## src/rtl/ttt_turn_sequencer.sv

```systemverilog
// Turn/round controller in front of the tic_tac_toe_game core: arbitrates and validates
// moves, strobes them into the core, samples its result and keeps match score.
module ttt_turn_sequencer #(
    parameter int SETTLE_CYCLES  = 2,
    parameter int TIMEOUT_CYCLES = 1000,
    parameter int WIN_TARGET     = 3,
    parameter int SCORE_W        = 4
) (
    input  logic               clock,
    input  logic               reset,
    input  logic               start,
    input  logic               first_pc,
    input  logic               player_req,
    input  logic [3:0]         player_pos,
    output logic               player_ack,
    output logic               player_err,
    input  logic               computer_req,
    input  logic [3:0]         computer_pos,
    output logic               computer_ack,
    output logic               computer_err,
    input  logic [1:0]         who,
    output logic               play,
    output logic               pc,
    output logic [3:0]         player_position,
    output logic [3:0]         computer_position,
    output logic               core_clear,
    output logic               turn,
    output logic [3:0]         move_count,
    output logic               round_done,
    output logic [1:0]         round_result,
    output logic [SCORE_W-1:0] player_score,
    output logic [SCORE_W-1:0] computer_score,
    output logic               match_over
);

    localparam int TW = (TIMEOUT_CYCLES > 1) ? $clog2(TIMEOUT_CYCLES) : 1;
    localparam int SW = (SETTLE_CYCLES > 1) ? $clog2(SETTLE_CYCLES) : 1;
    localparam logic [TW-1:0]      TIMEOUT_LAST = TW'(TIMEOUT_CYCLES - 1);
    localparam logic [SW-1:0]      SETTLE_LAST  = SW'(SETTLE_CYCLES - 1);
    localparam logic [SCORE_W-1:0] TARGET       = SCORE_W'(WIN_TARGET);

    typedef enum logic [2:0] {
        S_IDLE, S_CLEAR, S_WAIT, S_ISSUE, S_SETTLE, S_ROUND_END, S_MATCH_OVER
    } state_t;

    state_t          state, state_next;
    logic            round_starter;
    logic [8:0]      mask;
    logic [TW-1:0]   wait_cnt;
    logic [SW-1:0]   settle_cnt;
    logic [1:0]      end_result;
    logic            req_sel;
    logic [3:0]      pos_sel;
    logic            pos_ok;
    logic            accept;

    function automatic logic [8:0] cell_bit(input logic [3:0] p);
        return 9'b1 << p;
    endfunction

    // Shift-based lookup keeps out-of-range cells (9..15) from indexing past the mask.
    function automatic logic cell_free(input logic [8:0] m, input logic [3:0] p);
        return (p <= 4'd8) && ((m & cell_bit(p)) == 9'b0);
    endfunction

    function automatic logic [SCORE_W-1:0] sat_inc(input logic [SCORE_W-1:0] v);
        return (&v) ? v : v + 1'b1;
    endfunction

    assign req_sel = turn ? computer_req : player_req;
    assign pos_sel = turn ? computer_pos : player_pos;
    assign pos_ok  = cell_free(mask, pos_sel);
    assign accept  = (state == S_WAIT) && req_sel && pos_ok;

    always_ff @(posedge clock or negedge reset) begin
        if (!reset) state <= S_IDLE;
        else        state <= state_next;
    end

    always_comb begin
        state_next = state;
        end_result = 2'b00;
        case (state)
            S_IDLE, S_MATCH_OVER: if (start) state_next = S_CLEAR;
            S_CLEAR:              state_next = S_WAIT;
            S_WAIT: begin
                if (accept) begin
                    state_next = S_ISSUE;
                end else if (wait_cnt == TIMEOUT_LAST) begin
                    // The side that failed to move forfeits to the other.
                    state_next = S_ROUND_END;
                    end_result = turn ? 2'b01 : 2'b10;
                end
            end
            S_ISSUE:              state_next = S_SETTLE;
            S_SETTLE: begin
                if (settle_cnt == SETTLE_LAST) begin
                    if (who == 2'b01 || who == 2'b10) begin
                        state_next = S_ROUND_END;
                        end_result = who;
                    end else if (move_count == 4'd9) begin
                        state_next = S_ROUND_END;
                        end_result = 2'b11;
                    end else begin
                        state_next = S_WAIT;
                    end
                end
            end
            S_ROUND_END: begin
                if (player_score == TARGET || computer_score == TARGET) state_next = S_MATCH_OVER;
                else                                                    state_next = S_CLEAR;
            end
            default:              state_next = S_IDLE;
        endcase
    end

    always_comb begin
        player_ack   = 1'b0;
        player_err   = 1'b0;
        computer_ack = 1'b0;
        computer_err = 1'b0;
        if (state == S_WAIT) begin
            if (!turn && player_req) begin
                player_ack = pos_ok;
                player_err = !pos_ok;
            end
            if (turn && computer_req) begin
                computer_ack = pos_ok;
                computer_err = !pos_ok;
            end
        end
        play       = (state == S_ISSUE) && !turn;
        pc         = (state == S_ISSUE) && turn;
        core_clear = (state == S_CLEAR);
        round_done = (state == S_ROUND_END);
        match_over = (state == S_MATCH_OVER);
    end

    always_ff @(posedge clock or negedge reset) begin
        if (!reset) begin
            round_starter     <= 1'b0;
            mask              <= '0;
            wait_cnt          <= '0;
            settle_cnt        <= '0;
            turn              <= 1'b0;
            move_count        <= '0;
            player_position   <= '0;
            computer_position <= '0;
            round_result      <= '0;
            player_score      <= '0;
            computer_score    <= '0;
        end else begin
            case (state)
                S_IDLE, S_MATCH_OVER: begin
                    if (start) begin
                        round_starter  <= first_pc;
                        player_score   <= '0;
                        computer_score <= '0;
                    end
                end
                S_CLEAR: begin
                    mask       <= '0;
                    move_count <= '0;
                    turn       <= round_starter;
                    wait_cnt   <= '0;
                end
                S_WAIT: begin
                    wait_cnt <= wait_cnt + 1'b1;
                    if (accept) begin
                        mask <= mask | cell_bit(pos_sel);
                        if (turn) computer_position <= computer_pos;
                        else      player_position   <= player_pos;
                    end
                end
                S_ISSUE: begin
                    move_count <= move_count + 4'd1;
                    settle_cnt <= '0;
                end
                S_SETTLE: begin
                    settle_cnt <= settle_cnt + 1'b1;
                    if (state_next == S_WAIT) begin
                        turn     <= ~turn;
                        wait_cnt <= '0;
                    end
                end
                S_ROUND_END: round_starter <= ~round_starter;
                default: ;
            endcase
            // Result and score land together so they are valid alongside round_done.
            if (state_next == S_ROUND_END) begin
                round_result <= end_result;
                if (end_result == 2'b01) player_score   <= sat_inc(player_score);
                if (end_result == 2'b10) computer_score <= sat_inc(computer_score);
            end
        end
    end

endmodule

```

## config.mk

```make
export PLATFORM = sky130hd
export DESIGN_NAME = ttt_turn_sequencer
export DESIGN_NICKNAME = d
export VERILOG_FILES = /design/src/rtl/ttt_turn_sequencer.sv
export SDC_FILE = /design/constraint.sdc
export NUM_CORES = 1
export LEC_CHECK = 0
export CAP_MARGIN = 40
export CELL_PAD_IN_SITES_DETAIL_PLACEMENT = 1
export CELL_PAD_IN_SITES_GLOBAL_PLACEMENT = 1
export CORE_AREA = 2 2 96 89
export DETAILED_ROUTE_END_ITERATION = 16
export DIE_AREA = 0 0 98 91
export PLACE_DENSITY_LB_ADDON = 0.1
export SYNTH_ARGS = -nofsm -noshare
export SYNTH_HDL_FRONTEND = slang
export SYNTH_SLANG_ARGS = --single-unit
export TNS_END_PERCENT = 5
```

## constraint.sdc

```tcl
create_clock -name clock -period 1.8 [get_ports clock]
set_input_delay 0.27 -clock clock [delete_from_list [all_inputs] [get_ports clock]]
set_output_delay 0.27 -clock clock [all_outputs]
set_load 0.02 [all_outputs]
```

==> metrics <==
setup total negative slack -15.64 ns; drt pass-1 iters 4; syn_nets between 300 and 400; port buffer count 47; Max transition margin 0.726; Clock Tree Root clkbuf_8; ant diodes 0; unrepaired setup endpoints after global routing true; drt drc 0; CTS sink count 47; Yosys top cell area share 0.415; worst clock skew roughly 0.016 ns; share of cells above drive strength 1 0.294; Vias approximately 2,700; dpl cells slightly below 500; First DRT Iteration DRCs between 70 and 80; Mapped Area 2830 sq um; Max Root-Sink Buffers 2; fmax between 0.4 and 0.5 GHz; Critical Path AT roughly 2.2 ns; Area Growth Syn to Fin 45.6%; status finished, violations left; Die Height just over 90 microns; total power draw 5.32 mW; clock slew at reported path FFs roughly 0.10 ns; Final Non-Filler Cells 510; CP max FO 5; endpoint type of the worst setup path output pin; grt ovf 0; IO Pins 48; DIE WIDTH roughly 100 microns; Int Power around 3.2 mW; post-synthesis cell type count 63; TritonCTS buffer count 5; gr usage total 0.204; Cell Pwr Density between 1000 and 1500 nW/um^2; total number of yosys warnings 0; Slew @ Worst Pin just over 0.4 ns; Slew Limit Fails 0; Starting Density 0.360; Clk pwr share 0.137; Core ar. 7870 sq um; WL/cell around 17 microns; Switching Share 0.400; Post-synth top flop dfrtp_1; synth top area cells dfrtp_1 42%, o21ai_0 4.9%, nand2_1 4.2%; Setup violations, final 34; first-pass GRT wire length 14.7 mm; CTS tree built; Cells after Synth slightly above 300; mean area per synthesized cell between 9 and 10 sq um; final-stage net count around 430; LEAKAGE around 1.8 nW; initial antenna violation count 0; vias in the first global route between 2,000 and 3,000; Post-Place Worst Slack -1.17 ns; drt total wl a little under 9 mm; Final Hold Fails 0; Post-synth EDFFs 0; row cnt 31; combinational share of power 0.566; flops & latches, synth between 40 and 50; WS Path Type register to output pin; crit share post-route 1.35; Sw Pwr roughly 2.1 mW; met3 Use GR 0.0277; H-tree depth 2; met2 Resource Use GR 0.348; met1 Usage GRT 0.280; GRT Max-Usage Layer met2; fin crit period approximately 2.4 ns; register area share after synthesis 0.415; Via-to-Cell Ratio ~5.4; failing checks negative setup slack; antenna-violating nets left 0; HP Class input port to asynchronous set/reset pin; Critical Path RT around 1.5 ns; CP startpoint kind register; Post-synth ARST share 1.00; Final Wtd Congestion ~0.80; Worst-Skew Late Latency approximately 0.31 ns; Sequential Power Share 0.297; DPL Wire Length between 6 and 7 mm; setup slack after layout -0.629 ns; VDD IR max about 0.67 mV; pin count of the biggest net entering global routing 48; die area ~9000 sq um; fin util 0.524; cell accounting for the most synthesized area dfrtp_1; maxcap violations 0
-- power by group through the flow --
| stage | Clock (mW) | Sequential, mW | Combinational [mW] |
|---|---|---|---|
| 6_report | 0.727 | 1.58 | 3.01 |
| 5_1_grt | 0.787 | 1.63 | 3.27 |
| 4_1_cts | 0.747 | 1.58 | 2.96 |
| 3_5_place_dp | 0 | 1.62 | 2.74 |
| 3_3_place_gp | 0 | 1.60 | 2.68 |
| 2_1_floorplan | 0 | 1.76 | 1.27 |
-- registers in the layout (all words and copies together) (netlist names) --
| register | flops |
|---|---|
| wait_cnt | 10 |
| player_score | 4 |
| turn | 1 |
| move_count | 4 |
| settle_cnt | 1 |
| mask | 9 |
| state | 3 |
| computer_position | 4 |
| round_result | 2 |
| player_position | 4 |
| round_starter | 1 |
| computer_score | 4 |
-- area by class of cell --
| type | count | area [sq um] |
|---|---|---|
| clock buffer | 8 | 100 |
| fill | 901 | 3750 |
| inverter | 12 | 45.0 |
| multi-input combinational | 231 | 1690 |
| sequential | 47 | 1180 |
| tap | 99 | 124 |
| timing repair buffer | 113 | 988 |
-- worst max-delay path, cell delays in order, from the launching register on --
cell      delay, ns
dfrtp_2        0.43
buf_12         0.14
or3b_4         0.25
a21boi_2       0.07
o41ai_4        0.48
nand3_4        0.15
nor3_4         0.17
buf_6          0.14
-- cell usage in the layout, fill, tap and decap left out, drive strengths merged, types with 3 or more instances in the layout --
| cell | count |
|---|---|
| mux2 | 10 |
| o221ai | 3 |
| or3 | 3 |
| a32o | 7 |
| o31ai | 3 |
| nand3 | 14 |
| inv | 12 |
| nor2 | 24 |
| and3 | 8 |
| a22o | 6 |
| a31oi | 6 |
| nor2b | 7 |
| dfrtp | 47 |
| clkbuf | 9 |
| a21oi | 7 |
| nand2b | 9 |
| a21boi | 4 |
| o21ai | 29 |
| nand3b | 5 |
| nand2 | 32 |
| and2 | 5 |
| nor3 | 4 |
| clkdlybuf4s50 | 35 |
| ha | 5 |
| nand4 | 5 |
| a211oi | 3 |
| buf | 72 |
-- cell usage after synthesis, types with 2 or more instances --
master,count
dfrtp_1,47
nand2_1,32
o21ai_0,28
nor2_1,22
nand3_1,12
inv_1,11
clkbuf_1,9
nand2b_1,9
and3_1,8
mux2_2,8
a21oi_1,7
a32o_1,7
nor2b_1,7
a22o_1,6
a31oi_1,6
ha_1,5
nand3b_1,5
nand4_1,5
and2_1,4
a211oi_1,3
a21boi_1,3
nor3_1,3
o221ai_1,3
or3_1,3
a311oi_1,2
buf_6,2
mux2_1,2
mux2i_1,2
nand3_2,2
nand4b_1,2
nor3b_1,2
nor4bb_1,2
o211ai_1,2
o31ai_1,2
o41ai_4,2
xnor2_1,2
-- timing repair --
item | in CTS | in global routing
hold buffers | 1 | 0
setup endpoints to repair | 49 | 46
gates resized for setup | 59 | 18
hold endpoints to repair | 47 | 0
pin swaps | 9 | 5
buffers inserted | 4 | 0
-- layer usage --
metal	up-vias	wire, microns
met1	1371	4340
met2	29	4260
met4	0	59
li1	1324	-
met5	-	0
met3	6	168
-- cells by family (layout without fill, tap and decap cells) --
kind of cell,after synthesis,in the layout,synth area share
buf+inv,26,133,0.0415
mux,12,12,0.0468
flops,47,47,0.415
compound gates,84,84,0.220
simple gates,128,128,0.248
xor+xnor,2,2,0.00618
fa+ha+maj,5,5,0.0221
-- per-stage QoR --
stage / hold slack [ns] / cell area (sq um)
floorplan: -0.0256 / 2840
global route: 0.509 / 4120
CTS: 0.488 / 4070
global placement: 0.283 / 3840
finish: 0.465 / 4120
detailed placement: 0.284 / 3840
-- final timing paths --
check	start	end	slack, ns	cells past startpoint
max	turn	computer_ack	-0.63	7
min	reset	player_position[0]	0.47	3
max reg2reg	turn	computer_position[0]	-0.53	8
min reg2reg	computer_position[2]	computer_position[2]	0.49	1
max in group asynchronous	reset	computer_position[1]	1.08	3
min in group clock	computer_position[2]	computer_position[2]	0.49	1
Power figures use the tool's default switching activity.
